`src/rtl/vec_issue_pkg.sv`:
```
// Shared types and constants for the scalar-to-vector issue path.
package vec_issue_pkg;

    localparam int unsigned ENTRY_XLEN = 32;
    localparam logic [6:0]  OPCODE_V   = 7'h57;
    localparam logic [2:0]  F3_CFG     = 3'b111;

    typedef struct packed {
        logic [ENTRY_XLEN-1:0] inst;
        logic [ENTRY_XLEN-1:0] rs1;
        logic [ENTRY_XLEN-1:0] rs2;
        logic                  cfg;
    } issue_entry_t;

    typedef enum logic {
        RUN      = 1'b0,
        WAIT_CFG = 1'b1
    } issue_state_e;

    function automatic logic is_opv(input logic [6:0] opcode);
        return opcode == OPCODE_V;
    endfunction

    function automatic logic is_cfg(input logic [2:0] funct3);
        return funct3 == F3_CFG;
    endfunction

endpackage

```
`src/rtl/vec_issue_if_if.sv`:
```
// Bundle of scalar-side offer, co-processor issue and writeback signals.
interface vec_issue_if_if #(
    parameter int XLEN = 32
);
    logic            inst_valid_i;
    logic [XLEN-1:0] inst_i;
    logic [XLEN-1:0] rs1_i;
    logic [XLEN-1:0] rs2_i;
    logic            inst_ready_o;
    logic            is_vec_o;
    logic            vec_valid_o;
    logic [XLEN-1:0] vec_inst_o;
    logic [XLEN-1:0] rs1_o;
    logic [XLEN-1:0] rs2_o;
    logic            vec_ready_i;
    logic            cfg_done_i;
    logic [XLEN-1:0] cfg_vl_i;
    logic            rd_wb_valid_o;
    logic [4:0]      rd_wb_addr_o;
    logic [XLEN-1:0] rd_wb_data_o;
    logic            busy_o;

    // Issue-block view.
    modport slave (
        input  inst_valid_i, inst_i, rs1_i, rs2_i, vec_ready_i, cfg_done_i, cfg_vl_i,
        output inst_ready_o, is_vec_o, vec_valid_o, vec_inst_o, rs1_o, rs2_o,
               rd_wb_valid_o, rd_wb_addr_o, rd_wb_data_o, busy_o
    );

    // Scalar pipeline / co-processor view.
    modport master (
        output inst_valid_i, inst_i, rs1_i, rs2_i, vec_ready_i, cfg_done_i, cfg_vl_i,
        input  inst_ready_o, is_vec_o, vec_valid_o, vec_inst_o, rs1_o, rs2_o,
               rd_wb_valid_o, rd_wb_addr_o, rd_wb_data_o, busy_o
    );
endinterface

```
`src/rtl/vec_issue_fifo.sv`:
```
// Small synchronous FIFO of issue entries; head is visible the cycle after a push.
module vec_issue_fifo
    import vec_issue_pkg::*;
#(
    parameter int DEPTH = 4
) (
    input  logic         clk,
    input  logic         n_rst,
    input  logic         push_i,
    input  issue_entry_t push_data_i,
    input  logic         pop_i,
    output logic         full_o,
    output logic         empty_o,
    output issue_entry_t head_o
);
    localparam int PW = $clog2(DEPTH);
    localparam int CW = PW + 1;

    logic [PW-1:0] wr_ptr_q;
    logic [PW-1:0] rd_ptr_q;
    logic [CW-1:0] count_q;
    issue_entry_t  slot_w [DEPTH];
    logic          do_push;
    logic          do_pop;

    // Full is judged on the pre-pop count, so a push into a full FIFO is refused.
    assign full_o  = (count_q == CW'(DEPTH));
    assign empty_o = (count_q == '0);
    assign do_push = push_i && !full_o;
    assign do_pop  = pop_i && !empty_o;
    assign head_o  = slot_w[rd_ptr_q];

    for (genvar gi = 0; gi < DEPTH; gi++) begin : g_slot
        issue_entry_t slot_q;
        always_ff @(posedge clk) begin
            if (do_push && (wr_ptr_q == PW'(gi))) begin
                slot_q <= push_data_i;
            end
        end
        assign slot_w[gi] = slot_q;
    end

    always_ff @(posedge clk) begin
        if (!n_rst) begin
            wr_ptr_q <= '0;
            rd_ptr_q <= '0;
            count_q  <= '0;
        end else begin
            if (do_push) wr_ptr_q <= wr_ptr_q + PW'(1);
            if (do_pop)  rd_ptr_q <= rd_ptr_q + PW'(1);
            unique case ({do_push, do_pop})
                2'b10:   count_q <= count_q + CW'(1);
                2'b01:   count_q <= count_q - CW'(1);
                default: count_q <= count_q;
            endcase
        end
    end
endmodule

```
`src/rtl/vec_issue_if.sv`:
```
// Scalar-side vector issue: filters OP-V, queues it, and serialises vset* until vl returns.
module vec_issue_if
    import vec_issue_pkg::*;
#(
    parameter int XLEN  = 32,   // must equal ENTRY_XLEN
    parameter int DEPTH = 4
) (
    input  logic           clk,
    input  logic           n_rst,
    vec_issue_if_if.slave  bus
);
    issue_state_e    state_q, state_d;
    logic [4:0]      rd_q, rd_d;
    logic            is_vec_q, is_vec_d;
    logic            wb_valid_q, wb_valid_d;
    logic [4:0]      wb_addr_q, wb_addr_d;
    logic [XLEN-1:0] wb_data_q, wb_data_d;

    issue_entry_t    push_entry;
    issue_entry_t    head;
    logic            full, empty;
    logic            offer_is_v, inst_ready, accept, push, pop;

    assign offer_is_v = is_opv(bus.inst_i[6:0]);
    assign inst_ready = n_rst && (!full || !offer_is_v);
    assign accept     = bus.inst_valid_i && inst_ready;
    assign push       = accept && offer_is_v;
    assign pop        = (state_q == RUN) && !empty && bus.vec_ready_i;

    assign push_entry = '{inst: bus.inst_i, rs1: bus.rs1_i, rs2: bus.rs2_i,
                          cfg: is_cfg(bus.inst_i[14:12])};

    vec_issue_fifo #(.DEPTH(DEPTH)) u_fifo (
        .clk        (clk),
        .n_rst      (n_rst),
        .push_i     (push),
        .push_data_i(push_entry),
        .pop_i      (pop),
        .full_o     (full),
        .empty_o    (empty),
        .head_o     (head)
    );

    always_ff @(posedge clk) begin
        if (!n_rst) begin
            state_q    <= RUN;
            rd_q       <= '0;
            is_vec_q   <= 1'b0;
            wb_valid_q <= 1'b0;
            wb_addr_q  <= '0;
            wb_data_q  <= '0;
        end else begin
            state_q    <= state_d;
            rd_q       <= rd_d;
            is_vec_q   <= is_vec_d;
            wb_valid_q <= wb_valid_d;
            wb_addr_q  <= wb_addr_d;
            wb_data_q  <= wb_data_d;
        end
    end

    always_comb begin
        state_d    = state_q;
        rd_d       = rd_q;
        is_vec_d   = accept ? offer_is_v : is_vec_q;
        wb_valid_d = 1'b0;
        wb_addr_d  = wb_addr_q;
        wb_data_d  = wb_data_q;
        unique case (state_q)
            RUN: begin
                if (pop && head.cfg) begin
                    rd_d    = head.inst[11:7];
                    state_d = WAIT_CFG;
                end
            end
            WAIT_CFG: begin
                // x0 destination: finish the config without a writeback strobe.
                if (bus.cfg_done_i) begin
                    state_d = RUN;
                    if (rd_q != 5'd0) begin
                        wb_valid_d = 1'b1;
                        wb_addr_d  = rd_q;
                        wb_data_d  = bus.cfg_vl_i;
                    end
                end
            end
            default: state_d = RUN;
        endcase
    end

    always_comb begin
        bus.inst_ready_o  = inst_ready;
        bus.is_vec_o      = is_vec_q;
        bus.vec_valid_o   = (state_q == RUN) && !empty;
        bus.vec_inst_o    = empty ? '0 : head.inst;
        bus.rs1_o         = empty ? '0 : head.rs1;
        bus.rs2_o         = empty ? '0 : head.rs2;
        bus.rd_wb_valid_o = wb_valid_q;
        bus.rd_wb_addr_o  = wb_addr_q;
        bus.rd_wb_data_o  = wb_data_q;
        bus.busy_o        = !empty || (state_q != RUN);
    end
endmodule

```
`src/flat_wrapper.sv`:
```
// flat-port wrapper written by rule: the top's interface ports become plain ports
module vec_issue_if_flat import vec_issue_pkg::*;
#(
    parameter int XLEN  = 32,                           
    parameter int DEPTH = 4
)
  (clk, n_rst, bus_inst_valid_i, bus_inst_i, bus_rs1_i, bus_rs2_i, bus_vec_ready_i, bus_cfg_done_i, bus_cfg_vl_i, bus_inst_ready_o, bus_is_vec_o, bus_vec_valid_o, bus_vec_inst_o, bus_rs1_o, bus_rs2_o, bus_rd_wb_valid_o, bus_rd_wb_addr_o, bus_rd_wb_data_o, bus_busy_o);
  vec_issue_if_if #(.XLEN(XLEN)) bus_i ();
  input  logic clk;
  input  logic n_rst;
  input wire logic [$bits(bus_i.inst_valid_i)-1:0] bus_inst_valid_i;
  input wire logic [$bits(bus_i.inst_i)-1:0] bus_inst_i;
  input wire logic [$bits(bus_i.rs1_i)-1:0] bus_rs1_i;
  input wire logic [$bits(bus_i.rs2_i)-1:0] bus_rs2_i;
  input wire logic [$bits(bus_i.vec_ready_i)-1:0] bus_vec_ready_i;
  input wire logic [$bits(bus_i.cfg_done_i)-1:0] bus_cfg_done_i;
  input wire logic [$bits(bus_i.cfg_vl_i)-1:0] bus_cfg_vl_i;
  output wire logic [$bits(bus_i.inst_ready_o)-1:0] bus_inst_ready_o;
  output wire logic [$bits(bus_i.is_vec_o)-1:0] bus_is_vec_o;
  output wire logic [$bits(bus_i.vec_valid_o)-1:0] bus_vec_valid_o;
  output wire logic [$bits(bus_i.vec_inst_o)-1:0] bus_vec_inst_o;
  output wire logic [$bits(bus_i.rs1_o)-1:0] bus_rs1_o;
  output wire logic [$bits(bus_i.rs2_o)-1:0] bus_rs2_o;
  output wire logic [$bits(bus_i.rd_wb_valid_o)-1:0] bus_rd_wb_valid_o;
  output wire logic [$bits(bus_i.rd_wb_addr_o)-1:0] bus_rd_wb_addr_o;
  output wire logic [$bits(bus_i.rd_wb_data_o)-1:0] bus_rd_wb_data_o;
  output wire logic [$bits(bus_i.busy_o)-1:0] bus_busy_o;
  assign bus_i.inst_valid_i = bus_inst_valid_i;
  assign bus_i.inst_i = bus_inst_i;
  assign bus_i.rs1_i = bus_rs1_i;
  assign bus_i.rs2_i = bus_rs2_i;
  assign bus_i.vec_ready_i = bus_vec_ready_i;
  assign bus_i.cfg_done_i = bus_cfg_done_i;
  assign bus_i.cfg_vl_i = bus_cfg_vl_i;
  assign bus_inst_ready_o = bus_i.inst_ready_o;
  assign bus_is_vec_o = bus_i.is_vec_o;
  assign bus_vec_valid_o = bus_i.vec_valid_o;
  assign bus_vec_inst_o = bus_i.vec_inst_o;
  assign bus_rs1_o = bus_i.rs1_o;
  assign bus_rs2_o = bus_i.rs2_o;
  assign bus_rd_wb_valid_o = bus_i.rd_wb_valid_o;
  assign bus_rd_wb_addr_o = bus_i.rd_wb_addr_o;
  assign bus_rd_wb_data_o = bus_i.rd_wb_data_o;
  assign bus_busy_o = bus_i.busy_o;
  vec_issue_if #(.XLEN(XLEN), .DEPTH(DEPTH)) u_core (.clk(clk), .n_rst(n_rst), .bus(bus_i));
endmodule
```
`config.mk`:
```
export PLATFORM = sky130hd
export DESIGN_NAME = vec_issue_if_flat
export DESIGN_NICKNAME = d
export VERILOG_FILES = /design/src/rtl/vec_issue_pkg.sv /design/src/rtl/vec_issue_if_if.sv /design/src/rtl/vec_issue_fifo.sv /design/src/rtl/vec_issue_if.sv /design/src/flat_wrapper.sv
export SDC_FILE = /design/constraint.sdc
export NUM_CORES = 1
export LEC_CHECK = 0
export CAP_MARGIN = 20
export CORE_MARGIN = 1
export CORE_UTILIZATION = 25
export DETAILED_ROUTE_END_ITERATION = 8
export SYNTH_ARGS = -nofsm -noshare
export SYNTH_HDL_FRONTEND = slang
export SYNTH_SLANG_ARGS = --single-unit
```
`constraint.sdc`:
```
create_clock -name clk -period 8.4 [get_ports clk]
set_input_delay 1.26 -clock clk [delete_from_list [all_inputs] [get_ports clk]]
set_output_delay 1.26 -clock clk [all_outputs]
set_load 0.03 [all_outputs]
```
## Yosys cells after proc, flatten, opt, wreduce, memory -nomap -nowiden

Index checks and enable logic that the tools add are counted.

| cells by class | value |
|---|---|
| bitwise operators | 2 |
| muxes and demuxes | 11 |
| magnitude comparators | 1 |
| $add $sub $neg | 4 |
| reduce and logical (&&, ||, !) cells | 24 |
| equality and inequality tests | 8 |

Operators by type and width:

| operator | count |
|---|---|
| $bmux W97 S2 | 1 |
| $mux W97 | 2 |
| $mux W32 | 3 |
| $logic_and A1 B1 Y1 | 12 |
| $eq A7 B7 Y1 const B | 1 |
| $eq A2 B2 Y1 const B | 3 |
| $eq A3 B3 Y1 const B | 2 |
| $pmux W3 S2 | 1 |
| $reduce_and A3 Y1 | 2 |
| $reduce_bool A5 Y1 | 1 |
| $add A2 B1 Y2 const B | 2 |
| $eq A2 B1 Y1 const B | 2 |
| $add A3 B1 Y3 const B | 1 |
| $ge A3 B3 Y1 const B | 1 |
| $logic_not A1 Y1 | 3 |
| $logic_not A3 Y1 | 1 |
| $mux W1 | 3 |
| $not A2 Y3 | 1 |
| $sub A3 B1 Y3 const B | 1 |
| $logic_not A2 Y1 | 1 |
| $logic_or A1 B1 Y1 | 2 |
| $pmux W1 S2 | 1 |
| $reduce_and A2 Y1 | 1 |
| $reduce_bool A2 Y1 | 1 |
| $not A1 Y1 | 1 |

| storage, ports and cells | value |
|---|---|
| flip-flop bits (word level) | 440 |
| output and inout bits | 138 |
| logic and storage cells | 75 |
| input port bits | 133 |

## Longest topological paths before layout

| logic depth | value |
|---|---|
| word-level depth | 9 |
| mapped depth | 9 |
| mapped depth without buffers | 9 |

## By module

From an unflattened synthesis, not the netlist that was laid out.

| unflattened totals | value |
|---|---|
| cells, all modules | 963 |
| area total of the unflattened synthesis | 17904.7 um^2 |

By module, submodules not included:

| module | sequential area each (um^2) | cells an instance | area an instance (um^2) | times used |
|---|---|---|---|---|
| vec_issue_fifo | 11791.3 | 558 | 14735.4 | 1 |
| vec_issue_if | 900.9 | 405 | 3169.3 | 1 |

## Worst setup path after synthesis

No wires, ideal clock.

| timing path | value |
|---|---|
| path kind | input to register |
| from | in bus_inst_i[5] |
| to | reg u_core.u_fifo.g_slot[0].slot_q[0] (netlist name), enable pin |
| data arrival time | 4.278 ns |
| cell stages on the path | 3 |
| path slack | 3.656 ns |
| data required time | 7.933 ns |
| library setup time | 0.467 ns |
| cells stage by stage | nand4b_1 nor4_4 and2_1 |

| on the way | value |
|---|---|
| cells in the longest elaborated chain, start to end | 8 |

RTL lines:

| element | line | RTL |
|---|---|---|
| start, declared | flat_wrapper.sv:12 | `input wire logic [$bits(bus_i.inst_i)-1:0] bus_inst_i;` |
| $eq A7 B7 Y1 * | vec_issue_pkg.sv:21 | `return opcode == OPCODE_V;` |
| $logic_not A1 Y1 | vec_issue_if.sv:25 | `assign inst_ready = n_rst && (!full \|\| !offer_is_v);` |
| $logic_or A1 B1 Y1 | vec_issue_if.sv:25 |  |
| $logic_and A1 B1 Y1 | vec_issue_if.sv:25 |  |
| $logic_and A1 B1 Y1 | vec_issue_if.sv:26 | `assign accept = bus.inst_valid_i && inst_ready;` |
| $logic_and A1 B1 Y1 * | vec_issue_if.sv:27 | `assign push = accept && offer_is_v;` |
| $logic_and A1 B1 Y1 * | vec_issue_fifo.sv:29 | `assign do_push = push_i && !full_o;` |
| $logic_and A1 B1 Y1 * | vec_issue_fifo.sv:36 | `if (do_push && (wr_ptr_q == PW'(gi))) begin` |
| end signal, assigned | vec_issue_fifo.sv:37 | `slot_q <= push_data_i;` |
| end, declared | vec_issue_fifo.sv:34 | `issue_entry_t slot_q;` |

Mark *: on every way between the ends. The rest lies on a longest branch, timed or not.
A chain may end at the register's enable or synchronous reset.

## Worst setup path after layout

| timing path | value |
|---|---|
| from | reg u_core.u_fifo.rd_ptr_q[1] |
| to | out bus_rs2_o[19] |

| on the way | value |
|---|---|
| cells in the longest elaborated chain, start to end | 5 |

RTL lines:

| element | line | RTL |
|---|---|---|
| start, declared | vec_issue_fifo.sv:20 | `logic [PW-1:0] rd_ptr_q;` |
| start signal, assigned | vec_issue_fifo.sv:50 | `if (do_pop) rd_ptr_q <= rd_ptr_q + PW'(1);` |
| $not A2 Y3 (not written as such) | vec_issue_fifo.sv:31 | `assign head_o = slot_w[rd_ptr_q];` |
| $bmux W97 S2 | vec_issue_fifo.sv:31 |  |
| $mux W97 (not written as such) (2 in series) | vec_issue_fifo.sv:31 |  |
| $mux W32 | vec_issue_if.sv:97 | `bus.rs2_o = empty ? '0 : head.rs2;` |
| end, declared | flat_wrapper.sv:23 | `output wire logic [$bits(bus_i.rs2_o)-1:0] bus_rs2_o;` |

No other way between the ends. The select of a mux whose other input is x is not followed.

==> out/qor.csv <==
stage,metric,value,unit
die,die-height,262,µm
placement,port-buffer-count,270,
route,finalWirelength,37.3,mm
worst_hold_path,hold_path_class,reg2reg,
timing,hold_violations,0,
grt,grt_max_degree,100,
placement,dp_cells,1957,
clock_tree,clk_latency,0.57,ns
grt,grt.total_usage,10.7,%
clock_tree,cts_hold_buf,0,
cells_and_area,layout.nets,1285,
route,avgRoutedWirePerCell,18.2,µm
critical_path,start_kind,flip-flop,
clock_tree,clock_sinks,440,
clock_tree,cts_buffer_depth,3,
critical_path,r2r_start,u_core.u_fifo.count_q[0],
run,maxCapViolations,0,
cells_and_area,fin_cells,2050,
timing,drv_slew,0,
route,vias,8700,
power,total_power,0.00465,W
placement,gp_congestion,0.719,
die,rows,94,
placement,dp_hpwl,21.8,mm
synth,synth.distinct_cells,35,
critical_path,worstSetupPathType,reg2out,
timing,fmax,211,MHz
critical_path,arrival,3.48,ns
cells_and_area,final_cell_area,22200,µm²
timing,relSlewSlack,30.8,%
synth,yosysSeqAreaShare,75.1,%
clock_tree,clk_pin_slew,0.06,ns
synth,synth_ff_type,edfxtp_1,
synth,synth_seq_cells,440,
clock_tree,cts_tree,yes,
cells_and_area,finish.utilization,33.5,%
route,drtIter0Drc,571,
critical_path,rr_endpoint,u_core.u_fifo.count_q[2],
die,fp.coreArea,66300,µm²
grt,antenna_found_initial,7,
timing,tightest_slew,1.04,ns
placement,postPlaceCellArea,20500,µm²
power,p_leak,6.85,nW
cells_and_area,layout_common_cells,"388 x edfxtp_1, 270 x clkdlybuf4s50_1, 103 x and2_1, 97 x mux4_2, 74 x nand2_1",
timing,finalSetupViolations,0,
grt,overflow,0,
synth,synth_edf_count,388,
clock_tree,htreeDepth,2,
synth,avgSynthCellArea,19.6,µm²
critical_path,end_kind,primary output,
critical_path,worstSetupStartpoint,u_core.u_fifo.rd_ptr_q[1],
route,viasPerCell,4.24,
die,io_pins,271,
run_status,outcome,finished clean,
synth,syn_area,16900,µm²
cells_and_area,syn_to_final_growth,31.4,%
critical_path,rr_worst_depth,9,
route,drtPass1Iterations,6,
timing,rsz0062_at_grt,false,
clock_tree,numCtsBuffers,50,
power,p_per_area,210,nW/µm²
critical_path,critPathMaxFanout,58,
critical_path,reg2reg_setup_slack,5.12,ns
grt,grt_pass1_wl,55.5,mm
die,dieArea,68700,µm²
route,drc_errors,0,
power,ir_worst_vdd,0.117,mV
synth,yosysWarnings,0,
clock_tree,cts_resized,0,
critical_path,crit_end,bus_rs2_o[19],
clock_tree,post_cts_buffers,0,
timing,fin_crit,4.74,ns
cells_and_area,mostFrequentLayoutCell,edfxtp_1,
route,final_antenna_net_count,0,
timing,fin_crit_sh,56.4,%
timing,fin_skew,0.0162,ns
die,dieWidth,262,µm
cells_and_area,layout-drive-gt1-share,19.2,%
grt,grt_pass1_vias,9357,
synth,postSynth.asyncResetShare,0,%
synth,synthCells,862,
synth,synth_nets,1001,
clock_tree,clockRootBuffer,clkbuf_16,
critical_path,worstPathRequired,7.14,ns
die,initial_core_util,25.5,%
timing,final.setup.tns,0,ns
## layer usage
metal	global-route usage (%)	up-vias	part of all wire [%]
li1	-	3945	-
met1	13.6	4427	44
met2	17.5	248	46
met3	3.49	68	7.5
met4	3.02	12	2.0
met5	0	-	0.25
## layout make-up
type,count,area [µm²]
well taps,864,1080
diodes,1,2.50
inverters,7,26.3
fillers,6327,44100
clock inverters,31,325
clock buffers,60,1310
multi-input cells,368,3970
flip-flops and latches,440,12700
repair buffers,279,2800
## flip-flops by register name, summed over array words and instances (netlist names)
signal	cells
u_core.u_fifo.rd_ptr_q	2
u_core.u_fifo.count_q	3
u_core.bus.rd_wb_addr_o	5
u_core.bus.rd_wb_data_o	32
u_core.u_fifo.g_slot.slot_q	388
u_core.u_fifo.wr_ptr_q	2
u_core.bus.rd_wb_valid_o	1
u_core.bus.is_vec_o	1
u_core.rd_q	5
u_core.state_q	1
## how the worst min path moves through the flow
| stage | start | end | slack (ns) | cells past startpoint |
|---|---|---|---|---|
| finish | u_core.bus.rd_wb_data_o[6] | u_core.bus.rd_wb_data_o[6] | 0.46 | 2 |
| floorplan | u_core.rd_q[0] | u_core.bus.rd_wb_addr_o[0] | 0.45 | 2 |
| CTS | u_core.bus.rd_wb_data_o[12] | u_core.bus.rd_wb_data_o[12] | 0.47 | 2 |
| global placement | u_core.bus.rd_wb_data_o[1] | u_core.bus.rd_wb_data_o[1] | 0.45 | 2 |
| global route | u_core.bus.rd_wb_data_o[11] | u_core.bus.rd_wb_data_o[11] | 0.48 | 2 |
| detailed placement | u_core.bus.rd_wb_data_o[12] | u_core.bus.rd_wb_data_o[12] | 0.46 | 2 |
## metrics by stage
stage / hold slack, ns / setup slack, ns
3_3_place_gp: 0.452 / 3.56
4_1_cts: 0.465 / 3.50
6_report: 0.463 / 3.66
3_5_place_dp: 0.456 / 3.52
2_1_floorplan: 0.455 / 3.66
5_1_grt: 0.482 / 3.47
## Yosys cell counts, drive strengths merged (2+ instances only)
library cell	number	area [µm²]
ha	5	62.6
mux4	97	2180
or3	2	12.5
nor2	7	26.3
and2	107	669
xnor2	3	26.3
nand2	78	303
o21ai	4	20.0
buf	22	140
nand4	2	12.5
and3	2	12.5
a32oi	2	17.5
a21boi	37	390
a31o	5	43.8
inv	7	26.3
xor2	2	17.5
dfxtp	52	1040
nor2b	4	25.0
clkbuf	25	93.8
edfxtp	388	11700
## where the power goes
| group | internal [W] | switching (W) | total (W) |
|---|---|---|---|
| clock network | 0.00130 | 0.000874 | 0.00217 |
| logic | 0.0000645 | 0.0000410 | 0.000105 |
| registers | 0.00238 | 0.000000214 | 0.00238 |
## cells by family (layout without fill, tap and decap cells)
group	count (synthesis)	in the layout	share of synthesized area [%]
mux	98	98	13.0
other cells	0	1	0
compound gates	51	51	3.01
flops	440	440	75.1
buf+inv	54	377	1.54
xor+xnor	5	5	0.259
simple gates	208	208	6.64
fa+ha+maj	6	6	0.489
## worst max-delay path: stages (launching register included)
cell	delay [ns]
dfxtp_4	0.79
buf_4	0.82
mux4_2	0.37
and2_1	0.19
clkdlybuf4s50_1	0.71
(Power assumes the default switching activity.)
